File: config.mk
export PLATFORM = sky130hd
export DESIGN_NAME = fetch_stage
export DESIGN_NICKNAME = d
export VERILOG_FILES = /design/src/rtl/fetch_stage.sv
export SDC_FILE = /design/constraint.sdc
export NUM_CORES = 1
export LEC_CHECK = 0
export CAP_MARGIN = 20
export CORE_MARGIN = 2
export CORE_UTILIZATION = 25
export DETAILED_ROUTE_END_ITERATION = 6
export MAX_ROUTING_LAYER = met4
export PLACE_DENSITY_LB_ADDON = 0.08
export SLEW_MARGIN = 40
export SYNTH_ARGS = -nofsm -noshare
export SYNTH_HDL_FRONTEND = slang
export SYNTH_SLANG_ARGS = --single-unit
File: constraint.sdc
create_clock -name clk -period 5.1 [get_ports clk]
set_clock_uncertainty 0.2 [all_clocks]
set_input_delay 1.02 -clock clk [delete_from_list [all_inputs] [get_ports clk]]
set_output_delay 1.02 -clock clk [all_outputs]
set_load 0.02 [all_outputs]
File: src/rtl/fetch_stage.sv
// rtl/fetch_stage.sv - instruction fetch stage with IF/ID register, skid buffer and redirect handling
//
// Purpose:
//   Drives a simple request/ready instruction memory, keeps the fetch PC (PCF)
//   and delivers fetched words into the IF/ID pipeline register. A one-entry
//   skid register absorbs a response that arrives while decode is stalled, and
//   a redirect register remembers an execute-stage branch target until the
//   outstanding fetch for the old PC has been returned and dropped.
//
// Optional feature macro: FETCH_MISALIGN_CHECK_EN
//   Defined   : adds output MisalignF; a PCTarget with [1:0] != 0 is ignored
//               and MisalignF pulses for the cycle of that PCSrc.
//   Undefined : PCTarget[1:0] is forced to 0 and MisalignF does not exist.
//
// Ports:
//   clk         in   1   rising-edge clock
//   rst_n       in   1   asynchronous active-low reset
//   StallF      in   1   hold PCF and the IF/ID register
//   FlushD      in   1   invalidate the IF/ID register
//   PCSrc       in   1   single-cycle redirect pulse from execute
//   PCTarget    in   32  redirect address
//   imem_req    out  1   fetch request
//   imem_addr   out  32  fetch address
//   imem_ready  in   1   imem_rdata valid this cycle
//   imem_rdata  in   32  fetched word
//   InstrD      out  32  decode-stage instruction (NOP_INSTR when invalid)
//   PCD         out  32  PC of InstrD
//   PCPlus4D    out  32  PCD + 4
//   ValidD      out  1   InstrD holds a real instruction
//   MisalignF   out  1   misaligned redirect target seen (macro builds only)

module fetch_stage #(
  parameter logic [31:0] RESET_VECTOR = 32'h0000_0000,
  parameter logic [31:0] NOP_INSTR    = 32'h0000_0013
) (
  input  logic        clk,
  input  logic        rst_n,
  input  logic        StallF,
  input  logic        FlushD,
  input  logic        PCSrc,
  input  logic [31:0] PCTarget,
  output logic        imem_req,
  output logic [31:0] imem_addr,
  input  logic        imem_ready,
  input  logic [31:0] imem_rdata,
  output logic [31:0] InstrD,
  output logic [31:0] PCD,
  output logic [31:0] PCPlus4D,
  output logic        ValidD
`ifdef FETCH_MISALIGN_CHECK_EN
  ,
  output logic        MisalignF
`endif
);

  typedef enum logic [1:0] {
    FETCH   = 2'd0,
    HOLD    = 2'd1,
    DISCARD = 2'd2
  } state_t;

  state_t      state_q, state_d;
  logic [31:0] pcf_q, pcf_d;
  logic        started_q;

  logic [31:0] skid_instr_q, skid_instr_d;
  logic [31:0] skid_pc_q, skid_pc_d;

  logic        redir_valid_q, redir_valid_d;
  logic [31:0] redir_pc_q, redir_pc_d;

  logic [31:0] instr_q, instr_d;
  logic [31:0] pcd_q, pcd_d;
  logic [31:0] pcp4_q, pcp4_d;
  logic        valid_q, valid_d;

  logic        load_ifid;
  logic [31:0] ld_instr;
  logic [31:0] ld_pc;

  logic        pcsrc_ok;
  logic [31:0] target_in;
  logic        redirect_pending;
  logic [31:0] redirect_pc;
  logic [31:0] pc_plus4;
  logic        fire;

  // Redirect acceptance: either reject misaligned targets or align them.
`ifdef FETCH_MISALIGN_CHECK_EN
  logic misaligned;
  assign misaligned = (PCTarget[1:0] != 2'b00);
  assign pcsrc_ok   = PCSrc & ~misaligned;
  assign target_in  = PCTarget;
  assign MisalignF  = PCSrc & misaligned;
`else
  logic unused_target_bits;
  assign unused_target_bits = ^PCTarget[1:0];
  assign pcsrc_ok  = PCSrc;
  assign target_in = {PCTarget[31:2], 2'b00};
`endif

  // A PCSrc arriving this cycle wins over an older latched target.
  assign redirect_pending = pcsrc_ok | redir_valid_q;
  assign redirect_pc      = pcsrc_ok ? target_in : redir_pc_q;

  assign pc_plus4 = pcf_q + 32'd4;

  // started_q keeps the request low for the first cycle out of reset, so
  // no request is ever presented while rst_n is asserted.
  assign imem_req  = started_q & (state_q != HOLD);
  assign imem_addr = pcf_q;
  assign fire      = imem_req & imem_ready;

  assign InstrD   = instr_q;
  assign PCD      = pcd_q;
  assign PCPlus4D = pcp4_q;
  assign ValidD   = valid_q;

  always_comb begin
    state_d      = state_q;
    pcf_d        = pcf_q;
    skid_instr_d = skid_instr_q;
    skid_pc_d    = skid_pc_q;
    // Every accepted PCSrc is recorded; the state logic clears it when used.
    redir_valid_d = redir_valid_q | pcsrc_ok;
    redir_pc_d    = pcsrc_ok ? target_in : redir_pc_q;
    load_ifid     = 1'b0;
    ld_instr      = imem_rdata;
    ld_pc         = pcf_q;

    case (state_q)
      FETCH: begin
        if (redirect_pending) begin
          if (fire || !started_q) begin
            // Nothing outstanding (or it returns now and is dropped):
            // redirect takes effect on this edge.
            pcf_d         = redirect_pc;
            redir_valid_d = 1'b0;
          end else begin
            // The request for the old PC is in flight; wait for it and
            // throw it away before switching to the target.
            state_d = DISCARD;
          end
        end else if (fire) begin
          pcf_d = pc_plus4;
          if (StallF) begin
            skid_instr_d = imem_rdata;
            skid_pc_d    = pcf_q;
            state_d      = HOLD;
          end else begin
            load_ifid = 1'b1;
          end
        end
      end

      HOLD: begin
        if (redirect_pending) begin
          // Skid word belongs to the wrong path; drop it.
          skid_instr_d  = 32'd0;
          skid_pc_d     = 32'd0;
          pcf_d         = redirect_pc;
          redir_valid_d = 1'b0;
          state_d       = FETCH;
        end else if (!StallF) begin
          load_ifid = 1'b1;
          ld_instr  = skid_instr_q;
          ld_pc     = skid_pc_q;
          state_d   = FETCH;
        end
      end

      DISCARD: begin
        // imem_req/imem_addr stay on the old PC until it is answered.
        if (imem_ready) begin
          pcf_d         = redirect_pc;
          redir_valid_d = 1'b0;
          state_d       = FETCH;
        end
      end

      default: begin
        state_d = FETCH;
      end
    endcase
  end

  // IF/ID next value; FlushD overrides both a load and a stall hold.
  always_comb begin
    instr_d = instr_q;
    pcd_d   = pcd_q;
    pcp4_d  = pcp4_q;
    valid_d = valid_q;
    if (load_ifid) begin
      instr_d = ld_instr;
      pcd_d   = ld_pc;
      pcp4_d  = ld_pc + 32'd4;
      valid_d = 1'b1;
    end
    if (FlushD) begin
      instr_d = NOP_INSTR;
      valid_d = 1'b0;
    end
  end

  always_ff @(posedge clk or negedge rst_n) begin
    if (!rst_n) begin
      state_q       <= FETCH;
      pcf_q         <= RESET_VECTOR;
      started_q     <= 1'b0;
      skid_instr_q  <= 32'd0;
      skid_pc_q     <= 32'd0;
      redir_valid_q <= 1'b0;
      redir_pc_q    <= 32'd0;
      instr_q       <= NOP_INSTR;
      pcd_q         <= 32'd0;
      pcp4_q        <= 32'd0;
      valid_q       <= 1'b0;
    end else begin
      state_q       <= state_d;
      pcf_q         <= pcf_d;
      started_q     <= 1'b1;
      skid_instr_q  <= skid_instr_d;
      skid_pc_q     <= skid_pc_d;
      redir_valid_q <= redir_valid_d;
      redir_pc_q    <= redir_pc_d;
      instr_q       <= instr_d;
      pcd_q         <= pcd_d;
      pcp4_q        <= pcp4_d;
      valid_q       <= valid_d;
    end
  end

endmodule

Yosys cells after proc, flatten, opt, wreduce, memory -nomap -nowiden
Cells that the tools add are included.
{ "classes": {"muxes": 41, "n_addsub": 2, "bitwise_logic": 3, "n_reduce_logical": 9, "eq_ne": 12} }
{ "op_table": {"columns": ["cell", "n"], "rows": [
  ["$mux W32", 19],
  ["$pmux W32 S2", 2],
  ["$pmux W32 S3", 1],
  ["$add A32 B3 Y32 const B", 2],
  ["$ne A3 B3 Y1 const B", 5],
  ["$mux W2", 7],
  ["$reduce_and A5 Y1", 2],
  ["$mux W1", 9],
  ["$ne A2 B2 Y1 const B", 4],
  ["$pmux W2 S3", 1],
  ["$reduce_and A4 Y1", 1],
  ["$reduce_bool A2 Y1", 2],
  ["$pmux W1 S3", 1],
  ["$reduce_bool A3 Y1", 1],
  ["$and A1 B1 Y1", 2],
  ["$eq A2 B1 Y1 const B", 1],
  ["$eq A2 B2 Y1 const B", 1],
  ["$logic_not A2 Y1", 1],
  ["$ne A2 B1 Y1 const B", 1],
  ["$pmux W1 S2", 1],
  ["$logic_not A1 Y1", 1],
  ["$logic_or A1 B1 Y1", 1],
  ["$or A1 B1 Y1", 1]
]} }
{ "word_totals": {"out_inout_bits": 130, "wordCells": 78, "register_bits": 229, "inputBits": 70} }

Logic depth before layout (Yosys ltp)
Gate-level depths: netlist of run 1.
{ "depth": {"ltp_word": 8, "mapped_depth": 16, "mapped_depth_nobuf": 11} }

Worst setup path before layout of run 1
No wires, ideal clock.
{ "synth_path": {"path_kind": "input to register", "startpoint": "input PCSrc", "endpoint": "register pcp4_q[28], in the netlist PCPlus4D[28]", "arrival_ns": 4.394, "path_stages": 14, "setup_ns": 0.069, "slack_ns": 0.437, "n_path_buf": 5, "required_time_ns": 4.831, "cell_sequence": "or4b_4 > buf_6 > buf_2 > buf_1 > clkbuf_1 > clkbuf_1 > nand2_1 > nand2_1 > ha_1 > nand3_1 > nor4b_1 > o211ai_1 > or4_1 > nand3_1"} }
{ "synth_between": {"elab_chain_len": 4, "word_cells_on_any_way": 7, "classes_between": "1 x add/sub; 5 x mux; 1 x bitwise"} }
{ "synth_lines": {"columns": ["element", "line", "source"], "rows": [
  ["start, declared", "40", "input logic PCSrc,"],
  ["$or A1 B1 Y1", "103", "assign redirect_pending = pcsrc_ok | redir_valid_q;"],
  ["$mux W32", "157", "if (redirect_pending) begin"],
  ["$mux W32", "131", "case (state_q)"],
  ["named net ld_pc[3]", "79", "logic [31:0] ld_pc;"],
  ["$add A32 B3 Y32", "196", "pcp4_d = ld_pc + 32'd4;"],
  ["end signal, assigned", "228", "pcp4_q <= pcp4_d;"],
  ["end, declared", "74", "logic [31:0] pcp4_q, pcp4_d;"]
]} }
The timed path passes the listed nets, and every way through them passes these cells.
A chain may end at the register's enable or synchronous reset.

Worst setup path after layout of run 1
{ "layout_path": {"startpoint": "register state_q[1]", "endpoint": "register pcp4_q[28], in the netlist PCPlus4D[28]"} }
{ "layout_between": {"word_cells_on_any_way": 10, "classes_between": "1 x add/sub; 2 x eq/ne; 4 x mux; 2 x bitwise; 1 x reduce/logical"} }
{ "layout_lines": {"columns": ["element", "line", "source"], "rows": [
  ["start, declared", "62", "state_t state_q, state_d;"],
  ["start signal, assigned", "219", "state_q <= state_d;"],
  ["$eq A2 B1 Y1", "131", null],
  ["$mux W32", "131", null],
  ["named net ld_pc[2]", "79", null],
  ["$add A32 B3 Y32", "196", null]
]} }
The timed path passes the listed nets, and every way through them passes these cells.

==> results.cfg, run 1 <==
[run_status]
outcome = finished, final reports clean

[setup_path]
rr_worst_depth = 12
path_max_fanout = 36
r2r-start = state_q[1]$_DFFE_PN0P_
start_kind = flop
endpoint = PCPlus4D[28]$_DFFE_PN0P_
endpoint_kind = flop
cp_data_arrival_time_ns = 3.97
path_class = reg -> reg
r2r_slack_ns = 1.43
startpoint = state_q[1]$_DFFE_PN0P_
worst_r2r_endpoint = PCPlus4D[28]$_DFFE_PN0P_
crit_required_ns = 5.39

[global_routing]
first_global_vias = 9692
grt_max_degree = 97
antenna_found_initial = 0
grt_pass1_wl_mm = 61.78
track_usage_pct = 17.18
gr-total-overflow = 0

[yosys]
yosys_warnings = 0
synth_seq_area_share_pct = 49.69
synth_edf_count = 0
synth_cell_types = 61
avgSynthCellArea_um2 = 9.338
synth_top_area_share_pct = 49.00
ys_top_cells_by_area = dfrtp_1 (49%), nand2_1 (6.8%), o21ai_0 (3.8%), mux2_2 (3.6%), clkbuf_1 (3.0%)
synthArstFlopShare_pct = 100.0
synth.net_count = 1302
synthFlopType = dfrtp_1
synthCells = 1225
ys_ff_latch = 227
netlist_area_mm2 = 0.01144
yosys.area.top_type = dfrtp_1
netlist_top_cells_count = dfrtp_1 (224), nand2_1 (206), clkbuf_1 (92)
synth_most_common_cell = dfrtp_1

[route]
avgRoutedWirePerCell_um = 20.09
wirelength_mm = 40.08
ant_nets = 0
drt-initial-drc-count = 593
drcViolationCount = 0
via_per_inst = 4.914
drt-pass1-iter-count = 5
vias = 9803

[die]
start_util_pct = 25.26
die-height_um = 217.9
fp-row-count = 78
die_w_um = 217.9
io_pins = 200
die_area_mm2 = 0.04748
core_mm2 = 0.04528

[place]
dp_slack_ns = 0.8608
routabilityCongestion = 0.7478
numPortBuffers = 197
hpwl_mm = 26.78

[clock_tree]
root_buffer = clkbuf_16
h-tree-depth = 1
cts_buffers = 30
cts_buffer_depth = 3
path_clk_slew_ns = 0.06
tritoncts = done
clock-sinks = 227
worstSkewPairLatency_ns = 0.56
cts_resized = 0
ctsHoldBuffers = 0
post_cts_buffers = 0

[timing]
setup_viol = 0
slew_headroom_pct = 47.26
drv_slew = 0
finalHoldViolCount = 0
setup_ws_ns = 1.427
rsz0062_at_grt = no
period_share_pct = 72.02
finalSetupTns_ns = 0
max_freq_ghz = 0.2723
fin_crit_ns = 3.673
worst-slew-pin-transition_ns = 0.7851

[power]
p_int_mw = 5.350
peakVddDrop_v = 0.0002744
powerDensity_mw_per_mm2 = 608.5
p_leak_nw = 6.229
power_frac_comb_pct = 43.3
power.net_switching_mw = 3.780
switching_share_pct = 41.40
power_frac_clock_pct = 22.5
seq_power_share_pct = 34.2

[run]
cap_violations = 0

[final_layout]
final_layout_size_suffix_gt1_share_pct = 9.462
antenna_cells = 0
area_delta_synth_final_pct = 31.19
final_nets = 1451

[worst_hold_path]
hp-class = in -> async
-- per-layer routing --
| layer | wire, um | vias up | track usage [%] |
|---|---|---|---|
| met5 | 0 | - | - |
| met4 | 628 | 0 | 3.810 |
| met3 | 1647 | 37 | 2.580 |
| met2 | 20130 | 205 | 28.81 |
| met1 | 17680 | 4853 | 21.86 |
| li1 | - | 4708 | - |
-- layout by cell type (no fill, tap or decap), types with 9 or more instances in the layout --
master and instances:
a31oi_1 48, buf_4 25, a2bb2oi_1 9, nor3_1 15
clkbuf_1 11, nand4_1 15, mux2i_1 33, a311oi_1 29
o22ai_1 13, a21o_1 12, nor2b_1 38, nor2_1 82
clkbuf_16 31, nand2_1 206, clkdlybuf4s50_1 194, mux2_2 37
nand3_1 42, a21oi_1 51, o21ai_0 86, xnor2_1 9
dfrtp_1 224, a22o_1 31, xor2_1 10
-- power by group through the flow --
stage / clock network [mW] / logic (mW) / registers (mW)
global placement: 0 / 3.98 / 3.16
floorplan: 0 / 2.02 / 3.31
CTS: 2.13 / 4.04 / 3.14
detailed placement: 0 / 4.02 / 3.16
global route: 2.21 / 4.36 / 3.23
finish: 2.06 / 3.95 / 3.12
-- worst min-delay path by stage --
| stage | start | end | slack [ns] |
|---|---|---|---|
| after floorplan | redir_pc_q[0]$_DFF_PN0_ | redir_pc_q[0]$_DFF_PN0_ | 0.25 |
| after global placement | redir_pc_q[0]$_DFF_PN0_ | redir_pc_q[0]$_DFF_PN0_ | 0.26 |
| after detailed placement | PCPlus4D[3]$_DFFE_PN0P_ | PCPlus4D[3]$_DFFE_PN0P_ | 0.27 |
| after CTS | PCPlus4D[3]$_DFFE_PN0P_ | PCPlus4D[3]$_DFFE_PN0P_ | 0.28 |
| after global routing | rst_n | InstrD[6]$_DFFE_PN0P_ | 0.11 |
| final | rst_n | InstrD[6]$_DFFE_PN0P_ | 0.11 |
-- flip-flops by register name (all words and copies together) (netlist names), 2 cells and up --
signal and flops:
state_q 2, imem_addr 32, InstrD 32, skid_pc_q 32, PCD 32, PCPlus4D 30, redir_pc_q 32, skid_instr_q 32
-- per-stage QoR --
| step | area [um^2] | utilization [%] | hold WS (ns) | total power, mW | std cells |
|---|---|---|---|---|---|
| floorplan | 11440 | - | 0.2455 | 5.331 | 1225 |
| global placement | 13990 | 30.89 | 0.2606 | 7.138 | 1939 |
| detailed placement | 14020 | 30.97 | 0.2654 | 7.181 | 1940 |
| CTS | 14970 | 33.05 | 0.2796 | 9.310 | 1993 |
| global route | 15010 | 33.14 | 0.1112 | 9.794 | 1995 |
| finish | 15010 | 33.14 | 0.1138 | 9.130 | 1995 |
-- critical path, stage by stage, from the launching register on --
cell and delay (ns):
dfrtp_1 0.42, inv_1 0.12, ha_1 0.23, or4b_4 0.56, nand2_1 0.14, nand2_1 0.10, ha_1 0.27, nand3_1 0.19
nor4b_1 0.38, buf_4 0.22, o211ai_1 0.16, or4_1 0.50, nand3_1 0.10
-- final cells by class --
cell class | count | area, um^2
multi-input cells | 881 | 5345
inverters | 7 | 26.28
fillers | 4678 | 30280
flip-flops and latches | 227 | 5684
well taps | 600 | 750.7
repair buffers | 227 | 2255
clock buffers | 47 | 885.9
clock inverters | 6 | 58.81
-- cell families (layout without fill, tap and decap cells) --
logic type,Yosys count,count (layout),synth area share (%)
flip-flops,227,227,49.69
other,1,1,0.03278
buffers and inverters,117,287,4.113
adder cells (fa/ha/maj),7,7,0.7657
AO/OA/AOI/OAI,332,332,19.28
AND/OR/NAND/NOR,452,452,18.13
multiplexers,70,70,6.530
XOR/XNOR,19,19,1.455
(Power assumes the default switching activity.)
==> run 2: changes to the inputs <==
clock period = 3.3 ns   (was 5.1 ns; I/O delays follow)
==> results.cfg, run 2 (synthesis results as in run 1) <==
[run_status]
outcome = finished, final reports clean

[route]
via_per_inst = 4.871
drt-initial-drc-count = 600
drt-pass1-iter-count = 5
drcViolationCount = 0
ant_nets = 0
wirelength_mm = 39.79
vias = 9976
avgRoutedWirePerCell_um = 19.43

[setup_path]
crit_path_top_delay_cell = or4_4
max_stage_delay_ns = 0.57
worst_r2r_endpoint = PCPlus4D[25]$_DFFE_PN0P_
cp_data_arrival_time_ns = 3.39
r2r_slack_ns = 0.14
crit_required_ns = 3.53
path_class = reg -> reg
path_max_fanout = 7
r2r-start = state_q[1]$_DFFE_PN0P_
start_kind = flop
endpoint = PCPlus4D[25]$_DFFE_PN0P_
path_cells = inv_1 -> ha_1 -> or4b_4 -> buf_4 -> or4_4 -> and2_4 -> or3_1 -> a221o_1
endpoint_kind = flop
rr_worst_depth = 8
startpoint = state_q[1]$_DFFE_PN0P_

[clock_tree]
clock-sinks = 227
worstSkewPairLatency_ns = 0.55
tritoncts = done
cts_buffers = 28
root_buffer = clkbuf_16
cts_buffer_depth = 3
path_clk_slew_ns = 0.06
h-tree-depth = 1

[timing]
setup_viol = 0
fin_crit_ns = 3.156
worst-slew-pin-transition_ns = 0.7716
max_freq_ghz = 0.3168
period_share_pct = 95.65
finalHoldViolCount = 0
drv_slew = 0
rsz0062_at_grt = no
finalSetupTns_ns = 0
slew_headroom_pct = 48.56

[global_routing]
antenna_found_initial = 1
grt_use_met2_pct = 24.00
grtUsageMet3_pct = 2.357
grt_util_met1_pct = 25.79
grt-busiest-layer = met1
track_usage_pct = 17.08
grt_pass1_wl_mm = 61.62
first_global_vias = 9768
gr-total-overflow = 0
grt_max_degree = 75

[die]
core_mm2 = 0.04528
die-height_um = 217.9
io_pins = 200
die_area_mm2 = 0.04748
fp-row-count = 78
die_w_um = 217.9
start_util_pct = 25.26

[final_layout]
final_layout_size_suffix_gt1_share_pct = 13.34
final_cell_mix = dfrtp_1 (224), nand2_1 (205), clkdlybuf4s50_1 (194)
final_common_cell = dfrtp_1
area_delta_synth_final_pct = 34.78
stdcell_count = 2048
final_nets = 1502

[place]
numPortBuffers = 197
routabilityCongestion = 0.7889
dp_cells = 1993
hpwl_mm = 27.48

[worst_hold_path]
hp-class = reg -> reg

[power]
peakVddDrop_v = 0.0003869
powerDensity_mw_per_mm2 = 926.2
p_leak_nw = 6.465

[run]
cap_violations = 0
run 2: changes by cell type in the layout (fill, tap and decap cells not counted), moves of 2 or more:
cell	change
clkbuf_1	-3
nor4b_4	+2
buf_12	+4
buf_4	+50
clkinv_2	+6
clkbuf_16	-2
buf_16	-2
run 2: power breakdown:
part	switching, mW	leakage [nW]	internal, mW
Clock	1.22	0.442	1.72
Combinational	3.76	3.28	2.87
Sequential	0.968	2.74	3.75
run 2: cell type report:
type,count,area [um^2]
Fill cell,4694,29870
Sequential cell,227,5684
Multi-Input combinational cell,881,5408
Timing Repair Buffer,280,2671
Clock buffer,42,824.5
Tap cell,600,750.7
Clock inverter,10,50.05
Inverter,7,26.28
Antenna cell,1,2.502
run 2: metal layers:
metal,part of all wire (%),vias to the layer above
met1,51,4869
li1,-,4817
met2,42,249
met4,1.6,0
met3,4.7,41
met5,0,-
run 2: worst min path at each step:
| stage | start | end | slack, ns | depth (start not counted) |
|---|---|---|---|---|
| floorplan | rst_n | InstrD[10]$_DFFE_PN0P_ | 0.16 | 0 |
| global placement | PCD[29]$_DFFE_PN0P_ | PCD[29]$_DFFE_PN0P_ | 0.26 | 1 |
| detailed placement | PCD[30]$_DFFE_PN0P_ | PCD[30]$_DFFE_PN0P_ | 0.27 | 1 |
| CTS | PCD[30]$_DFFE_PN0P_ | PCD[30]$_DFFE_PN0P_ | 0.28 | 1 |
| global route | redir_pc_q[0]$_DFF_PN0_ | redir_pc_q[0]$_DFF_PN0_ | 0.30 | 2 |
| finish | PCD[30]$_DFFE_PN0P_ | PCD[30]$_DFFE_PN0P_ | 0.28 | 1 |
run 2: worst max-delay path: cells and delay by family, from the launching register on:
kind            cells  cell delay, ns
compound gates      1            0.32
fa+ha+maj           1            0.22
simple gates        4            1.63
flops               1            0.37
buf+inv             2            0.30
run 2: through the flow:
stage / util (%) / area [um^2] / total power, mW / setup slack, ns / hold WS (ns)
global route: 34.05 / 15420 / 15.29 / 0.01368 / 0.3024
detailed placement: 32.03 / 14510 / 11.42 / -0.09502 / 0.2696
finish: 34.05 / 15420 / 14.28 / 0.1435 / 0.2753
CTS: 33.99 / 15390 / 14.48 / 0.06269 / 0.2828
floorplan: - / 11600 / 8.318 / -0.03838 / 0.1644
global placement: 32.03 / 14510 / 11.38 / -0.1035 / 0.2615
run 2: what timing repair did:
item,4_1_cts,5_1_grt
gates resized for setup,0,4
buffers inserted,0,1
setup endpoints to repair,0,7
endpoints found under the hold margin,69,0
hold buffers,1,0
==> run 3: changes to the inputs <==
RECOVER_POWER = 50   (was unset)
==> results.cfg, run 3 (synthesis results as in run 1) <==
[run_status]
outcome = finished with violations
failed_checks = max-capacitance violations, max-slew violations

[timing]
worst-slew-pin-transition_ns = 2.047
rsz0062_at_grt = no
finalSetupTns_ns = 0
drv_slew = 74
period_share_pct = 95.60
slew_headroom_pct = -36.44
setup_ws_ns = 0.1451
max_freq_ghz = 0.3170
fin_crit_ns = 3.155
setup_viol = 0
finalHoldViolCount = 0

[setup_path]
rr_worst_depth = 8
path_class = reg -> reg
path_max_fanout = 7
crit_required_ns = 3.54
start_kind = flop
endpoint_kind = flop
cp_data_arrival_time_ns = 3.39

[final_layout]
final_cell_mix = dfrtp_1 (224), nand2_1 (205), clkdlybuf4s50_1 (163)
final_layout_size_suffix_gt1_share_pct = 11.33
area_delta_synth_final_pct = 34.57
final_nets = 1502
final_common_cell = dfrtp_1

[die]
die_w_um = 217.9
die_area_mm2 = 0.04748
die-height_um = 217.9
start_util_pct = 25.26
io_pins = 200
core_mm2 = 0.04528
fp-row-count = 78

[clock_tree]
h-tree-depth = 1
root_buffer = clkbuf_16
clock-sinks = 227
cts_buffer_depth = 3
worstSkewPairLatency_ns = 0.55
path_clk_slew_ns = 0.06
cts_buffers = 28
tritoncts = done

[global_routing]
antenna_found_initial = 1
grt_pass1_wl_mm = 61.62
first_global_vias = 9768
grt_max_degree = 75
track_usage_pct = 17.08
gr-total-overflow = 0

[power]
peakVddDrop_v = 0.0003874
power.total_mw = 14.22
powerDensity_mw_per_mm2 = 923.6
p_leak_nw = 6.528

[place]
dp_slack_ns = -0.09502
hpwl_mm = 27.48
numPortBuffers = 197
routabilityCongestion = 0.7889

[route]
drt-pass1-iter-count = 5
avgRoutedWirePerCell_um = 19.45
wirelength_mm = 39.83
drcViolationCount = 0
via_per_inst = 4.868
drt-initial-drc-count = 643
ant_nets = 0
vias = 9969

[worst_hold_path]
hp-class = reg -> reg
holdPathStages = 2

[run]
cap_violations = 1
run 3: through the flow:
step	hold slack [ns]	std cells	instance area, um^2	util [%]
finish	0.2711	2048	15390	33.99
global route	0.3024	2048	15390	33.99
CTS	0.2828	2046	15390	33.99
detailed placement	0.2696	1993	14510	32.03
global placement	0.2615	1993	14510	32.03
floorplan	0.1644	1225	11600	-
run 3: path summary, 6_finish.rpt:
kind,start,slack (ns),to
setup / recovery,state_q[1]$_DFFE_PN0P_,0.15,PCPlus4D[25]$_DFFE_PN0P_
hold / removal,PCPlus4D[3]$_DFFE_PN0P_,0.27,PCPlus4D[3]$_DFFE_PN0P_
setup reg to reg,state_q[1]$_DFFE_PN0P_,0.15,PCPlus4D[25]$_DFFE_PN0P_
hold reg to reg,PCPlus4D[3]$_DFFE_PN0P_,0.27,PCPlus4D[3]$_DFFE_PN0P_
max in group asynchronous,rst_n,0.45,InstrD[12]$_DFFE_PN0P_
min in group asynchronous,rst_n,1.03,PCPlus4D[7]$_DFFE_PN0P_
run 3: routing by layer:
| layer | track usage [%] | share of wire (%) | vias up |
|---|---|---|---|
| li1 | - | - | 4821 |
| met1 | 25.79 | 51 | 4859 |
| met5 | - | 0 | - |
| met2 | 24.00 | 42 | 248 |
| met4 | 3.605 | 1.6 | 0 |
| met3 | 2.357 | 4.7 | 41 |
run 3: power breakdown:
part,switching (mW),total (mW),internal [mW]
clock network,1.23,2.95,1.72
logic,3.75,6.56,2.81
registers,0.962,4.71,3.75
total,5.94,14.2,8.27
run 3: worst max-delay path, stage by stage (launching register included):
cell	delay (ns)
dfrtp_1	0.37
inv_1	0.10
ha_1	0.22
or4b_4	0.54
buf_4	0.20
or4_4	0.57
and2_4	0.18
or3_1	0.34
a221o_1	0.32
run 3: area by class of cell:
type                    count  area [um^2]
diodes                      1        2.502
clock buffers              42        824.5
clock inverters            10        50.05
fillers                  4697        29890
inverters                   7        26.28
multi-input cells         881         5408
flip-flops and latches    227         5684
well taps                 600        750.7
repair buffers            280         2646
run 3: what timing repair did:
| item | CTS | global route |
|---|---|---|
| endpoints found under the hold margin | 69 | 0 |
| buffers inserted | 0 | 1 |
| gates resized for setup | 0 | 4 |
| hold buffers | 1 | 0 |
| endpoints found under the setup margin | 0 | 7 |
